--- src/rtl/nes_pkg.sv ---
// Shared NES top-level definitions: sprite-DMA state encoding and default bus addresses.
package nes_pkg;

    typedef enum logic [2:0] {
        IDLE,
        HALT,
        ALIGN,
        READ,
        WRITE
    } dma_state_t;

    localparam logic [15:0] OAMDMA_ADDR  = 16'h4014;
    localparam logic [15:0] OAMDATA_ADDR = 16'h2004;

endpackage

--- src/rtl/oam_dma.sv ---
// Sprite-DMA bus master: a write to TRIG_ADDR halts the CPU and copies LEN bytes
// from page {page,00h} to DEST_ADDR, one get/put M-cycle pair per byte.
module oam_dma
    import nes_pkg::*;
#(
    parameter int                ADDR_W    = 16,
    parameter int                DATA_W    = 8,
    parameter logic [ADDR_W-1:0] TRIG_ADDR = ADDR_W'(OAMDMA_ADDR),
    parameter logic [ADDR_W-1:0] DEST_ADDR = ADDR_W'(OAMDATA_ADDR),
    parameter int                LEN       = 256
) (
    input  logic              clk,
    input  logic              n_reset,
    input  logic              cpu_ce,
    input  logic [ADDR_W-1:0] cpu_addr,
    input  logic [DATA_W-1:0] cpu_wdata,
    input  logic              cpu_rw,
    input  logic [DATA_W-1:0] dma_rdata,
    output logic              rdy,
    output logic              dma_active,
    output logic [ADDR_W-1:0] dma_addr,
    output logic [DATA_W-1:0] dma_wdata,
    output logic              dma_rw,
    output logic              done
);

    localparam int         PAGE_W     = ADDR_W - 8;
    localparam logic [7:0] LAST_INDEX = 8'(LEN - 1);

    dma_state_t        state;
    dma_state_t        state_next;
    logic              parity;
    logic [7:0]        index;
    logic [PAGE_W-1:0] page;
    logic [DATA_W-1:0] buffer;
    logic              trigger;
    logic              last_byte;
    logic [ADDR_W-1:0] read_addr;

    assign trigger   = !cpu_rw && (cpu_addr == TRIG_ADDR);
    assign last_byte = (index == LAST_INDEX);
    assign read_addr = {page, 8'h00} + ADDR_W'(index);
    assign dma_wdata = buffer;

    // Every transition is qualified by cpu_ce; between enables the FSM holds.
    always_comb begin
        state_next = state;
        if (cpu_ce) begin
            case (state)
                IDLE:    if (trigger) state_next = HALT;
                HALT:    state_next = parity ? READ : ALIGN;
                ALIGN:   state_next = READ;
                READ:    state_next = WRITE;
                WRITE:   state_next = last_byte ? IDLE : READ;
                default: state_next = IDLE;
            endcase
        end
    end

    always_comb begin
        rdy        = 1'b1;
        dma_active = 1'b0;
        dma_rw     = 1'b1;
        dma_addr   = '0;
        case (state)
            HALT, ALIGN: begin
                rdy        = 1'b0;
                dma_active = 1'b1;
                dma_addr   = cpu_addr;
            end
            READ: begin
                rdy        = 1'b0;
                dma_active = 1'b1;
                dma_addr   = read_addr;
            end
            WRITE: begin
                rdy        = 1'b0;
                dma_active = 1'b1;
                dma_rw     = 1'b0;
                dma_addr   = DEST_ADDR;
            end
            default: ;
        endcase
    end

    always_ff @(posedge clk) begin
        if (!n_reset) begin
            state  <= IDLE;
            parity <= 1'b0;
            index  <= '0;
            page   <= '0;
            buffer <= '0;
            done   <= 1'b0;
        end else begin
            done <= 1'b0;
            if (cpu_ce) begin
                state  <= state_next;
                parity <= ~parity;
                if (state == IDLE && trigger) begin
                    page  <= PAGE_W'(cpu_wdata);
                    index <= '0;
                end
                if (state == READ) buffer <= dma_rdata;
                if (state == WRITE) begin
                    index <= index + 8'd1;
                    done  <= last_byte;
                end
            end
        end
    end

endmodule
--- config.mk ---
export PLATFORM = sky130hd
export DESIGN_NAME = oam_dma
export DESIGN_NICKNAME = d
export VERILOG_FILES = /design/src/rtl/nes_pkg.sv /design/src/rtl/oam_dma.sv
export SDC_FILE = /design/constraint.sdc
export NUM_CORES = 1
export LEC_CHECK = 0
export CORE_MARGIN = 3
export CORE_UTILIZATION = 35
export DETAILED_ROUTE_END_ITERATION = 10
export MAX_ROUTING_LAYER = met4
export SLEW_MARGIN = 20
export SYNTH_ARGS = -nofsm -noshare
export SYNTH_HDL_FRONTEND = slang
export SYNTH_SLANG_ARGS = --single-unit
--- constraint.sdc ---
create_clock -name clk -period 2.2 [get_ports clk]
set_input_delay 0.22 -clock clk [delete_from_list [all_inputs] [get_ports clk]]
set_output_delay 0.22 -clock clk [all_outputs]
set_load 0.02 [all_outputs]
==> results.md, run 1 <==
* Post-route DRC at 0
* WL per Instance at 14.32 um
* Setup TNS Final at 0 ns
* Post-Route WL at 5.169 mm
* First drt pass iteration count at 4
* Initial drt markers at 88
* Final min period at 2.111 ns
* Post-CTS setup buffers at 0
* CTS resizes at 11
* Area Overhead vs Synth at 47.95%
* GRT Overall Usage at 18.47%
* Initial core utilization at 37.14%
* M1 GR Usage at 24.59%
* CTS tree: built
* Fin crit share at 95.96%
* Type of origin of the critical path: flop
* Synthesized instance count at 224
* First-pass GRT wire length at 8.687 mm
* Rows at 25
* PD cells at 786.1 nW/um2
* Initial antenna violation count at 0
* Main synth FF type: dfxtp_1
* GR Util met3 at 4.756%
* Maxcap violations at 0
* Overflow after GRT at 0
* Antenna cells at 0
* GRT met2 Usage at 27.23%
* Worst setup EP type: output port
* Most frequent cell after synthesis: nand2_1
* DP Wirelength at 3.898 mm
* Synth Area per Inst at 8.038 um2
* Final Hold Fails at 0
* Number of synthesized flops with an enable pin at 0
* Status: finished clean
* Cell taking the most area after synthesis: dfxtp_1
* I/O pins at 64
* Unrepaired setup endpoints after global routing: false
* Vias/cell at 5.019
* Area contributors post-synth: dfxtp_1 (32%), mux2_2 (10%), nand2_1 (8.5%)
* Peak supply drop at 0.4673 mV
* TritonCTS Sinks at 29
* Root buf cell: clkbuf_8
* Crit path kind: reg2out
* Net Count, Synth at 261
* Worst hold path type: reg2reg
* Yosys top cell area share at 32.24%
* Largest net degree at the start of global routing at 17
* Number of CTS-inserted buffers at 5
* Chip Height at 77.73 um
* Yosys warning count at 0
* Least-Margin Pin Slew at 0.3982 ns
* Post-Route Utilization at 54.94%
* Hold_ws at 0.4526 ns
* Top post-synthesis cells by count: nand2_1 (41), dfxtp_1 (29), nor2_1 (20)
* FMAX at 473.7 MHz
* Critical Path AT at 1.89 ns
* Seq/Total Area, Yosys at 32.24%
* Hold_buf cts at 0
* Vias at 1,812
* Leakage at 1.014 nW
* Die Area at 6041 um2
* IO Port Bufs at 63
* Clk_lat worst skew at 0.28 ns
* Share of cells above drive strength 1 at 15.65%
* Clock Pin Slew Worst Setup and Hold Paths at 0.06 ns
* Slew margin rel. at 73.25%
* Required @ worst endpoint at 1.98 ns
* Distinct cells, synth at 44
* Final #Nets at 330
* Vias in the first global route at 1,804
* Setup Viol. Count Final at 0
* Routed Antenna Nets at 0
* Max Root-Sink Buffers at 2
* Synthesized area at 1800 um2
* H-tree levels at 2
* Yosys reg bits at 29
* Gr busiest metal: met2
* Pins Over Slew Limit at 0
* Placer Congestion at 0.8040
* CP max FO at 12
* Skew final at 0.009058 ns
* Die Span X at 77.73 um
* Post-synth ARST share at 0%
* Core area at 4848 um2
cell type report:
| type | instances | area, um2 |
|---|---|---|
| Timing Repair Buffer | 80 | 763.2 |
| Multi-Input combinational cell | 171 | 1096 |
| Tap cell | 67 | 83.83 |
| Fill cell | 484 | 2185 |
| Inverter | 6 | 22.52 |
| Clock inverter | 1 | 30.03 |
| Clock buffer | 7 | 86.33 |
| Sequential cell | 29 | 581.8 |
logic make-up (layout without fill, tap and decap cells):
family                     Yosys count  count (layout)  synth area share (%)
AOI/OAI and AO/OA                   49              49                 18.76
and+or+nand+nor                     95              95                 25.85
buffers and inverters               24              94                 7.019
xor gates and xnor gates             2               2                0.9731
muxes                               24              24                 14.45
DFF                                 29              29                 32.24
adders and majority gates            1               1                0.6948
final timing paths:
| path | slack [ns] | cells after the start | endpoint | startpoint |
|---|---|---|---|---|
| setup / recovery | 0.09 | 5 | dma_addr[0] | state[1]$_SDFFE_PN0P_ |
| setup reg to reg | 0.41 | 5 | index[3]$_SDFFE_PN0P_ | state[0]$_SDFFE_PN0P_ |
| hold reg to reg | 0.45 | 2 | dma_wdata[2]$_SDFFE_PN0P_ | dma_wdata[2]$_SDFFE_PN0P_ |
| hold / removal | 0.45 | 2 | dma_wdata[2]$_SDFFE_PN0P_ | dma_wdata[2]$_SDFFE_PN0P_ |
registers in the layout, summed over array words and instances (netlist names):
register / count
parity: 1
dma_wdata: 8
page: 8
done: 1
state: 3
index: 8
through the flow:
| step | std cells | cell area, um2 | worst slack (ns) | power, W |
|---|---|---|---|---|
| after global placement | 353 | 2551 | 0.05445 | 0.001569 |
| final | 361 | 2664 | 0.08899 | 0.002094 |
| after CTS | 361 | 2658 | 0.002228 | 0.002124 |
| after detailed placement | 353 | 2551 | 0.03827 | 0.001567 |
| after global routing | 361 | 2664 | 0.007008 | 0.002215 |
| after floorplan | 224 | 1800 | 0.3849 | 0.001131 |
worst max-delay path: stages, from the launching register on:
cell             delay (ns)
dfxtp_2                0.38
buf_12                 0.15
mux2_2                 0.34
a22oi_1                0.14
nor2_1                 0.06
clkdlybuf4s50_1        0.54
report_power, final:
part	internal [W]	switching [W]	total (W)	leakage [nW]
clock	0.000369	0.000208	0.000577	0.0585
sequential	0.000542	0.0000202	0.000562	0.234
combinational	0.000475	0.000480	0.000955	0.721
total	0.00139	0.000708	0.00209	1.01
placed cells by master (no fill, tap or decap), drive strengths merged, types with 7 or more instances in the layout:
| cell type | instances |
|---|---|
| nand2 | 41 |
| mux2 | 16 |
| o21ai | 7 |
| a21oi | 11 |
| mux2i | 8 |
| dlygate4sd2 | 10 |
| nand3 | 7 |
| nor2 | 20 |
| dfxtp | 29 |
| clkdlybuf4s50 | 51 |
| a22oi | 17 |
| clkbuf | 7 |
| buf | 17 |
| nor3 | 7 |
metal layers:
| metal | routed length (um) | share of wire (%) | vias to the layer above |
|---|---|---|---|
| met5 | 0 | 0 | - |
| met1 | 2562 | 50 | 826 |
| met2 | 2335 | 45 | 42 |
| met4 | 55 | 1.1 | 0 |
| met3 | 215 | 4.2 | 4 |
| li1 | - | - | 940 |
Note: power is estimated with default switching activity, not from simulation.
==> run 2: changes to the inputs <==
CTS_BUF_LIST = sky130_fd_sc_hd__clkbuf_4   (was default)
==> run 2 against run 1 <==
Hold slack lost 0.014 ns. Clock skew grew 0.0090 ns. Count of clock-buffer cells in the layout shrank 1. Wire length shrank 0.77%. Via count grew 0.17%. Flip-flop and latch count is the same. Combinational power grew 0.8%. Fmax grew 3.9%. Total power shrank 6.3%. Final cell count is the same. Highest routed layer unchanged.
==> results.md, run 2 (synthesized netlist as in run 1, its figures left out) <==
* CTS resizes at 6 (-5)
* Initial drt markers at 97 (+10%)
* Largest net degree at the start of global routing at 17 (unchanged)
* Fin crit share at 92.39% (-3.6 points)
* Least-Margin Pin Slew at 0.4017 ns (+0.003477 ns)
* PD cells at 738.2 nW/um2 (-6.1%)
* CP max FO at 6 (-6)
* Routed Antenna Nets at 0 (unchanged)
* Crit path cell chain: buf_4 > nor2_2 > xnor2_1 > clkdlybuf4s50_1
* Unrepaired setup endpoints after global routing: false
* IO Port Bufs at 63 (unchanged)
* Post-Route Utilization at 54.84% (-0.10 points)
* Final min period at 2.033 ns (-0.07847 ns)
* Hold_buf cts at 0 (unchanged)
* Number of CTS-inserted buffers at 5 (unchanged)
* Die Span X at 77.73 um (unchanged)
* Status: finished clean
* Delay of the slowest critical-path stage at 0.64 ns (+0.10 ns)
* Int Pwr at 0.001278 W (-7.8%)
* Post-CTS setup buffers at 0 (unchanged)
* Vias in the first global route at 1,801 (-0.17%)
* Chip Height at 77.73 um (unchanged)
* Final Hold Fails at 0 (unchanged)
* Leakage at 1.148 nW (+13%)
* NetSw at 0.0006845 W (-3.3%)
* Sequential share of power at 28.6% (+1.7 points)
* Antenna cells at 0 (unchanged)
* Cell family with most CP delay: buffers and inverters
* Clock Power Share at 22.3% (-5.2 points)
* DP Wirelength at 3.898 mm (unchanged)
* Required @ worst endpoint at 1.98 ns (about the same)
* Maxcap violations at 0 (unchanged)
* CP max-delay cell: clkdlybuf4s50_1
* Type of origin of the critical path: flop
* Rows at 25 (unchanged)
* Final #Nets at 330 (unchanged)
* H-tree levels at 2 (unchanged)
* Slew margin rel. at 73.02% (-0.23 points)
* Comb pwr share at 49.1% (+3.5 points)
* Pins Over Slew Limit at 0 (unchanged)
* Vias at 1,815 (+0.17%)
* First drt pass iteration count at 4 (unchanged)
* Crit path kind: reg2out
* Max Root-Sink Buffers at 2 (unchanged)
* Critical Path AT at 1.81 ns (-0.08 ns)
* Worst hold path type: in2reg
* Root buf cell: clkbuf_4
* Post-route DRC at 0 (unchanged)
* Die Area at 6041 um2 (unchanged)
* Clk_lat worst skew at 0.32 ns (+0.04 ns)
* Share of cells above drive strength 1 at 15.65% (unchanged)
* Buf/Inv on CP at 2 (unchanged)
* Clock Pin Slew Worst Setup and Hold Paths at 0.10 ns (+0.04 ns)
* Area Overhead vs Synth at 47.67%
* Placer Congestion at 0.8040 (unchanged)
* Peak supply drop at 0.3415 mV (-27%)
* Post-Route WL at 5.129 mm (-0.77%)
* Initial antenna violation count at 0 (unchanged)
* Commonest non-fill, non-tap cell in the layout: clkdlybuf4s50_1
* Setup TNS Final at 0 ns (unchanged)
* CTS tree: built
* FMAX at 492.0 MHz (+3.9%)
* First-pass GRT wire length at 8.666 mm (-0.24%)
* I/O pins at 64 (unchanged)
* Vias/cell at 5.028 (+0.17%)
* TritonCTS Sinks at 29 (unchanged)
* WL per Instance at 14.21 um (-0.77%)
* Initial core utilization at 37.14% (unchanged)
* Setup Viol. Count Final at 0 (unchanged)
* Skew final at 0.01811 ns (+0.009049 ns)
* Core area at 4848 um2 (unchanged)
* Overflow after GRT at 0 (unchanged)
* Switching share of power at 34.87% (+1.1 points)
* Worst setup EP type: output port
* GRT Overall Usage at 18.27% (-0.20 points)
* Commonest non-fill, non-tap cells in the layout: clkdlybuf4s50_1 (47), nand2_1 (41), dfxtp_1 (28), nor2_1 (19), a22oi_1 (17)
==> run 2: power by group through the flow <==
stage	logic [W]	registers [W]	clock network, W
2_1_floorplan	0.000574	0.000557	0
5_1_grt	0.00104	0.000566	0.000478
6_report	0.000963	0.000562	0.000438
3_5_place_dp	0.000996	0.000571	0
3_3_place_gp	0.000997	0.000572	0
4_1_cts	0.000990	0.000563	0.000459
==> run 2: worst reg2reg max path, cell delays in order (launching register included) <==
cell and delay (ns):
dfxtp_1 0.36, buf_4 0.17, or3b_1 0.47, or3_1 0.39
a211oi_2 0.22, a311o_2 0.13
==> run 2: stage by stage <==
stage / hold WS [ns] / std cells / worst slack (ns) / power [W] / cell area [um2]
CTS: 0.4155 / 361 / 0.0005189 / 0.002012 / 2629
finish: 0.4381 / 361 / 0.1675 / 0.001963 / 2659
detailed placement: 0.4472 / 353 / 0.03827 / 0.001567 / 2551
global route: 0.4243 / 361 / 0.05951 / 0.002088 / 2659
global placement: 0.4418 / 353 / 0.05445 / 0.001569 / 2551
floorplan: 0.3560 / 224 / 0.3849 / 0.001131 / 1800
==> run 2: final timing paths <==
kind / slack, ns / startpoint / cells past startpoint / to
max: 0.17 / state[1]$_SDFFE_PN0P_ / 4 / dma_active
min reg2reg: 0.46 / dma_wdata[2]$_SDFFE_PN0P_ / 2 / dma_wdata[2]$_SDFFE_PN0P_
min: 0.44 / dma_rdata[0] / 3 / dma_wdata[0]$_SDFFE_PN0P_
max reg2reg: 0.40 / state[0]$_SDFFE_PN0P_ / 5 / index[3]$_SDFFE_PN0P_
==> run 2: routing by layer <==
layer	GRT usage, %	share of wire, %	vias to the layer above
li1	-	-	940
met1	24.45	49	832
met2	27.57	46	37
met3	4.060	4.1	6
met4	5.338	1.1	0
met5	-	0	-
==> run 2: layout make-up <==
class	count	area, um2
fill	481	2190
multi-input combinational	171	1096
timing repair buffer	80	795.8
sequential	29	581.8
tap	67	83.83
clock buffer	6	45.04
clock inverter	2	33.78
inverter	6	22.52
==> run 3: changes to the inputs <==
CAP_MARGIN = 20   (was default)
==> results of run 3 <==
Same layout as run 2: the final DEF is identical, and so are final timing and power.
